## config.mk

```make
export PLATFORM = sky130hd
export DESIGN_NAME = multicycle_sequencer
export DESIGN_NICKNAME = d
export VERILOG_FILES = /design/src/rtl/multicycle_sequencer.sv
export SDC_FILE = /design/constraint.sdc
export NUM_CORES = 1
export LEC_CHECK = 0
export CAP_MARGIN = 0
export CORE_MARGIN = 2
export CORE_UTILIZATION = 46
export DETAILED_ROUTE_END_ITERATION = 8
export PLACE_DENSITY = 0.86
export SLEW_MARGIN = 0
export SYNTH_ARGS = -nofsm -noshare
export SYNTH_HDL_FRONTEND = slang
export SYNTH_SLANG_ARGS = --single-unit
```

## constraint.sdc

```tcl
create_clock -name clk -period 2 [get_ports clk]
set_input_delay 0.3 -clock clk [delete_from_list [all_inputs] [get_ports clk]]
set_output_delay 0.3 -clock clk [all_outputs]
set_load 0.02 [all_outputs]
```

## src/rtl/multicycle_sequencer.sv

```systemverilog
// multicycle_sequencer: FETCH/DECODE/EXEC/WB control sequencer for a 16-bit MIPS-style datapath.
// Optional retired-instruction counter enabled by defining PERF_CNT_EN.
module multicycle_sequencer #(
   parameter int PC_WIDTH  = 8,
   parameter int CNT_WIDTH = 16,
   parameter int TIMEOUT   = 8
) (
   input  logic                 clk,
   input  logic                 reset,
   input  logic                 start,
   output logic                 imem_req,
   output logic [PC_WIDTH-1:0]  imem_addr,
   input  logic                 imem_ack,
   input  logic [15:0]          imem_data,
   output logic                 reg_write,
   output logic [3:0]           alu_control,
   output logic                 alu_src,
   output logic [3:0]           rd_addr,
   output logic [3:0]           rs_addr,
   output logic [3:0]           rt_addr,
   output logic                 busy,
   output logic                 halted,
   output logic                 fault,
   output logic [CNT_WIDTH-1:0] instr_count
);
   localparam int WW = $clog2(TIMEOUT);
   localparam logic [WW-1:0] WAIT_MAX = WW'(TIMEOUT - 1);

   typedef enum logic [2:0] {IDLE, FETCH, DECODE, EXEC, WB, HALTED, FAULT} state_t;

   state_t              state_q;
   logic [PC_WIDTH-1:0] pc_q;
   logic [15:0]         ir_q;
   logic [WW-1:0]       wait_q;
   logic                req_q, wr_q, src_q, busy_q, halted_q, fault_q;
   logic [3:0]          ctl_q;
   logic                alu_op, dec_src;
   logic [3:0]          dec_ctl;

   always_comb begin
      alu_op  = 1'b1;
      dec_ctl = 4'b0000;
      dec_src = 1'b0;
      case (ir_q[15:12])
         4'h0: dec_ctl = 4'b0010;
         4'h1: dec_ctl = 4'b0110;
         4'h2: begin dec_ctl = 4'b0010; dec_src = 1'b1; end
         4'h3: dec_ctl = 4'b0000;
         4'h4: dec_ctl = 4'b0001;
         4'h5: dec_ctl = 4'b0111;
         default: alu_op = 1'b0;
      endcase
   end

`ifdef PERF_CNT_EN
   logic [CNT_WIDTH-1:0] cnt_q;
   always_ff @(posedge clk or posedge reset) begin
      if (reset)
         cnt_q <= '0;
      else if (state_q == WB || (state_q == DECODE && ir_q[15:12] == 4'hE))
         cnt_q <= cnt_q + 1'b1;
   end
   assign instr_count = cnt_q;
`else
   assign instr_count = '0;
`endif

   // Outputs are registered: each transition loads the values for the state being entered.
   always_ff @(posedge clk or posedge reset) begin
      if (reset) begin
         state_q  <= IDLE;
         pc_q     <= '0;
         ir_q     <= '0;
         wait_q   <= '0;
         req_q    <= 1'b0;
         wr_q     <= 1'b0;
         ctl_q    <= 4'b0000;
         src_q    <= 1'b0;
         busy_q   <= 1'b0;
         halted_q <= 1'b0;
         fault_q  <= 1'b0;
      end else begin
         req_q    <= 1'b0;
         wr_q     <= 1'b0;
         ctl_q    <= 4'b0000;
         src_q    <= 1'b0;
         busy_q   <= 1'b0;
         halted_q <= 1'b0;
         fault_q  <= 1'b0;
         case (state_q)
            IDLE, HALTED, FAULT: begin
               if (start) begin
                  state_q <= FETCH;
                  pc_q    <= '0;
                  wait_q  <= '0;
                  req_q   <= 1'b1;
                  busy_q  <= 1'b1;
               end else begin
                  halted_q <= state_q == HALTED;
                  fault_q  <= state_q == FAULT;
               end
            end
            FETCH: begin
               if (imem_ack) begin
                  ir_q    <= imem_data;
                  pc_q    <= pc_q + 1'b1;
                  wait_q  <= '0;
                  busy_q  <= 1'b1;
                  state_q <= DECODE;
               end else if (wait_q == WAIT_MAX) begin
                  wait_q  <= '0;
                  fault_q <= 1'b1;
                  state_q <= FAULT;
               end else begin
                  wait_q <= wait_q + 1'b1;
                  req_q  <= 1'b1;
                  busy_q <= 1'b1;
               end
            end
            DECODE: begin
               if (alu_op) begin
                  ctl_q   <= dec_ctl;
                  src_q   <= dec_src;
                  busy_q  <= 1'b1;
                  state_q <= EXEC;
               end else if (ir_q[15:12] == 4'hE) begin
                  req_q   <= 1'b1;
                  busy_q  <= 1'b1;
                  state_q <= FETCH;
               end else if (ir_q[15:12] == 4'hF) begin
                  halted_q <= 1'b1;
                  state_q  <= HALTED;
               end else begin
                  fault_q <= 1'b1;
                  state_q <= FAULT;
               end
            end
            EXEC: begin
               wr_q    <= 1'b1;
               ctl_q   <= ctl_q;
               src_q   <= src_q;
               busy_q  <= 1'b1;
               state_q <= WB;
            end
            WB: begin
               req_q   <= 1'b1;
               busy_q  <= 1'b1;
               state_q <= FETCH;
            end
            default: state_q <= IDLE;
         endcase
      end
   end

   assign imem_req    = req_q;
   assign imem_addr   = pc_q;
   assign reg_write   = wr_q;
   assign alu_control = ctl_q;
   assign alu_src     = src_q;
   assign rd_addr     = ir_q[11:8];
   assign rs_addr     = ir_q[7:4];
   assign rt_addr     = ir_q[3:0];
   assign busy        = busy_q;
   assign halted      = halted_q;
   assign fault       = fault_q;
endmodule
```

==> metrics.md <==
| Metric | Value |
|---|---|
| Status | complete, no violations |
| Die area | just over 5000 um2 |
| Dpl hpwl | 2932 um |
| CTS H-tree depth | 2 |
| FFs w/ async S/R, synth | 100.0% |
| #FFs+latches synth | 39 |
| Setup bufs post-CTS | 0 |
| Clock root cell | clkbuf_8 |
| First DRT Iteration DRCs | 72 |
| Worst VDD drop | 417.2 uV |
| Filler cells | 398 |
| Max incr delay on CP | 0.66 ns |
| Cell area after synthesis | 2107 um2 |
| DRT Wirelength | 3999 um |
| Critical Path RT | 2.14 ns |
| CP Buf/Inv Count | 0 |
| Final setup viols | 0 |
| Cell Pwr Density | about 1300 nW/um2 |
| Ratio of cells with drive above 1 in the final layout | 14.47% |
| Most frequent cells in the layout | clkdlybuf4s50_1 (48), dfrtp_1 (39), conb_1 (17) |
| Crit-path slowest cell | dfrtp_1 |
| Crit path kind | flip-flop to flip-flop |
| Max-cap viol count | 0 |
| Drt first pass iters | 4 |
| I/O Buffers | 48 |
| Final setup skew | between 0.004 and 0.005 ns |
| Vias after detailed routing | between 1500 and 2000 |
| CP Launch Type | flip-flop |
| Number of diodes | 0 |
| Syn. warnings | 0 |
| Initial antenna violation count | 0 |
| Power Total | 3.406 mW |
| Crit path cell chain | nor2b_1 -> o311a_1 -> o22ai_1 |
| Seq/Total Area, Yosys | 46.32% |
| Routed len/inst | about 14 um |
| Unrepaired setup endpoints after global routing | false |
| Crit path capture type | flip-flop |
| Period utilisation layout | 86.35% |
| Max Clk Rate | 0.5790 GHz |
| Largest net degree at the start of global routing | 40 |
| Post-synth EDFFs | 0 |
| Leak | approximately 1.1 nW |
| Commonest non-fill, non-tap cell in the layout | clkdlybuf4s50_1 |
| All-Layer GR Usage | 16.15% |
| Post-CTS Resized | 0 |
| CTS tree | built |
| Core area | 4384 um2 |
| Total gr overflow | 0 |
| Core Util, Final | between 50 and 60% |
| Area delta synth->final | 21.56% |
| Vias in the first global route | 1388 |
| Chip width | 71.68 um |
| Worst-Skew Late Latency | 0.29 ns |
| Fin. Hold Viols | 0 |
| Total Nets Final | approximately 260 |
| Initial core utilization | 48.06% |
| DRC viols | 0 |
| Final ANT Viol Nets | 0 |
| Die H | slightly above 70 um |
| Hold WC Path Type | input port to async pin |
| Post-Syn Instances | 195 |
| IO Count | 66 |
| Normalized max-slew margin | 66.52% |
| First-pass GRT wire length | 6437 um |
| Clk slew on worst S/H paths | approximately 0.070 ns |
| Hold buffers post-CTS | 0 |
| Fin Setup TNS | 0 ns |
| Synth cell types | 50 |
| Clk sink count | 39 |
| Row count | 24 |
| CTS Buf Count | 5 |
| Reg2reg setup slack | 0.27 ns |
| Routed vias/inst | roughly 5.4 |
| Least-Margin Pin Slew | approximately 0.5 ns |
| Fin crit period | 1.727 ns |
| GPL Wtd Cong | 0.8590 |
| CP Max Fanout | 17 |
| Mapped Avg Cell Area | ~11 um2 |
| Main flop type after synthesis | dfrtp_1 |
| Worst EP arrival | 1.87 ns |
| CP delay by family, top | flip-flops |
| Slew Viols, Final | 0 |
| Clk buf depth | 2 |
-- synthesized netlist by cell type, types with 3 or more instances --
library cell / n / area share (%)
o21ai_0: 7 / 1.7
nand2b_1: 3 / 0.89
nor2_1: 5 / 0.89
o31ai_1: 3 / 1.1
buf_2: 3 / 0.71
ha_1: 3 / 1.8
nor2b_1: 4 / 1.2
a21oi_1: 10 / 2.4
buf_4: 31 / 11
inv_1: 5 / 0.89
dfrtp_1: 39 / 46
nand3_1: 6 / 1.4
mux2_2: 16 / 8.6
a22o_1: 3 / 1.2
nand2_1: 9 / 1.6
or4_1: 3 / 1.1
or3_1: 3 / 0.89
-- per-layer routing --
metal / global-route usage, % / vias to the layer above / wire length [um]
met2: 27.78 / 54 / 2003
met1: 19.49 / 753 / 1685
met3: 4.360 / 6 / 254
li1: - / 726 / -
met4: 5.660 / 0 / 55
met5: 0 / - / 0
-- report_power, final --
part / switching, mW / total [mW] / internal, mW
sequential: 0.288 / 1.35 / 1.06
combinational: 0.743 / 1.56 / 0.816
clock: 0.256 / 0.501 / 0.244
-- path summary, 6_finish.rpt --
kind                                         from                    end  cells after the start
max in group asynchronous                   reset        fault$_DFF_PP0_                      3
max                        state_q[0]$_DFFE_PP0P_  wait_q[0]$_DFFE_PP0P_                      3
min reg2reg                  ir_q[10]$_DFFE_PP0P_   ir_q[10]$_DFFE_PP0P_                      1
min                                         reset   ir_q[10]$_DFFE_PP0P_                      3
min in group clk             ir_q[10]$_DFFE_PP0P_   ir_q[10]$_DFFE_PP0P_                      1
max reg2reg                state_q[0]$_DFFE_PP0P_  wait_q[0]$_DFFE_PP0P_                      3
-- per-stage QoR --
| step | instances | cell area [um2] | worst slack, ns | hold WS (ns) |
|---|---|---|---|---|
| after floorplan | 211 | 2167 | 0.4442 | 0.4469 |
| after global placement | 279 | 2480 | 0.2037 | 0.4861 |
| after detailed placement | 279 | 2480 | 0.1550 | 0.4939 |
| after CTS | 287 | 2561 | 0.2662 | 0.4524 |
| after global routing | 287 | 2561 | 0.1290 | 0.5027 |
| final | 287 | 2561 | 0.2730 | 0.4332 |
-- sequential cells by signal (all words and copies together) (netlist names) --
| register | cells |
|---|---|
| imem_addr | 8 |
| fault | 1 |
| alu_control | 3 |
| busy | 1 |
| ir_q | 16 |
| reg_write | 1 |
| halted | 1 |
| alu_src | 1 |
| imem_req | 1 |
| state_q | 3 |
| wait_q | 3 |
-- kinds of logic after synthesis --
kind of cell             share of synthesized area, %
AO/OA/AOI/OAI                                   13.72
other                                          0.1780
flip-flops                                      46.32
multiplexers                                    9.026
buffers and inverters                           14.07
adder cells (fa/ha/maj)                         2.257
XOR/XNOR                                       0.4158
AND/OR/NAND/NOR                                 14.02
-- cell type report --
class | count | area, um2 | share of cell area (%)
Tap cell | 52 | 65.06 | 2.540
Clock buffer | 7 | 76.32 | 2.980
Sequential cell | 39 | 975.9 | 38.10
Clock inverter | 1 | 5.005 | 0.1954
Timing Repair Buffer | 54 | 525.5 | 20.52
Multi-Input combinational cell | 129 | 894.6 | 34.93
Inverter | 5 | 18.77 | 0.7328
-- worst min-delay path, cell delays in order --
cell and delay (ns):
clkdlybuf4s50_1 0.40, inv_1 0.05, buf_4 0.42
(Power assumes the default switching activity.)
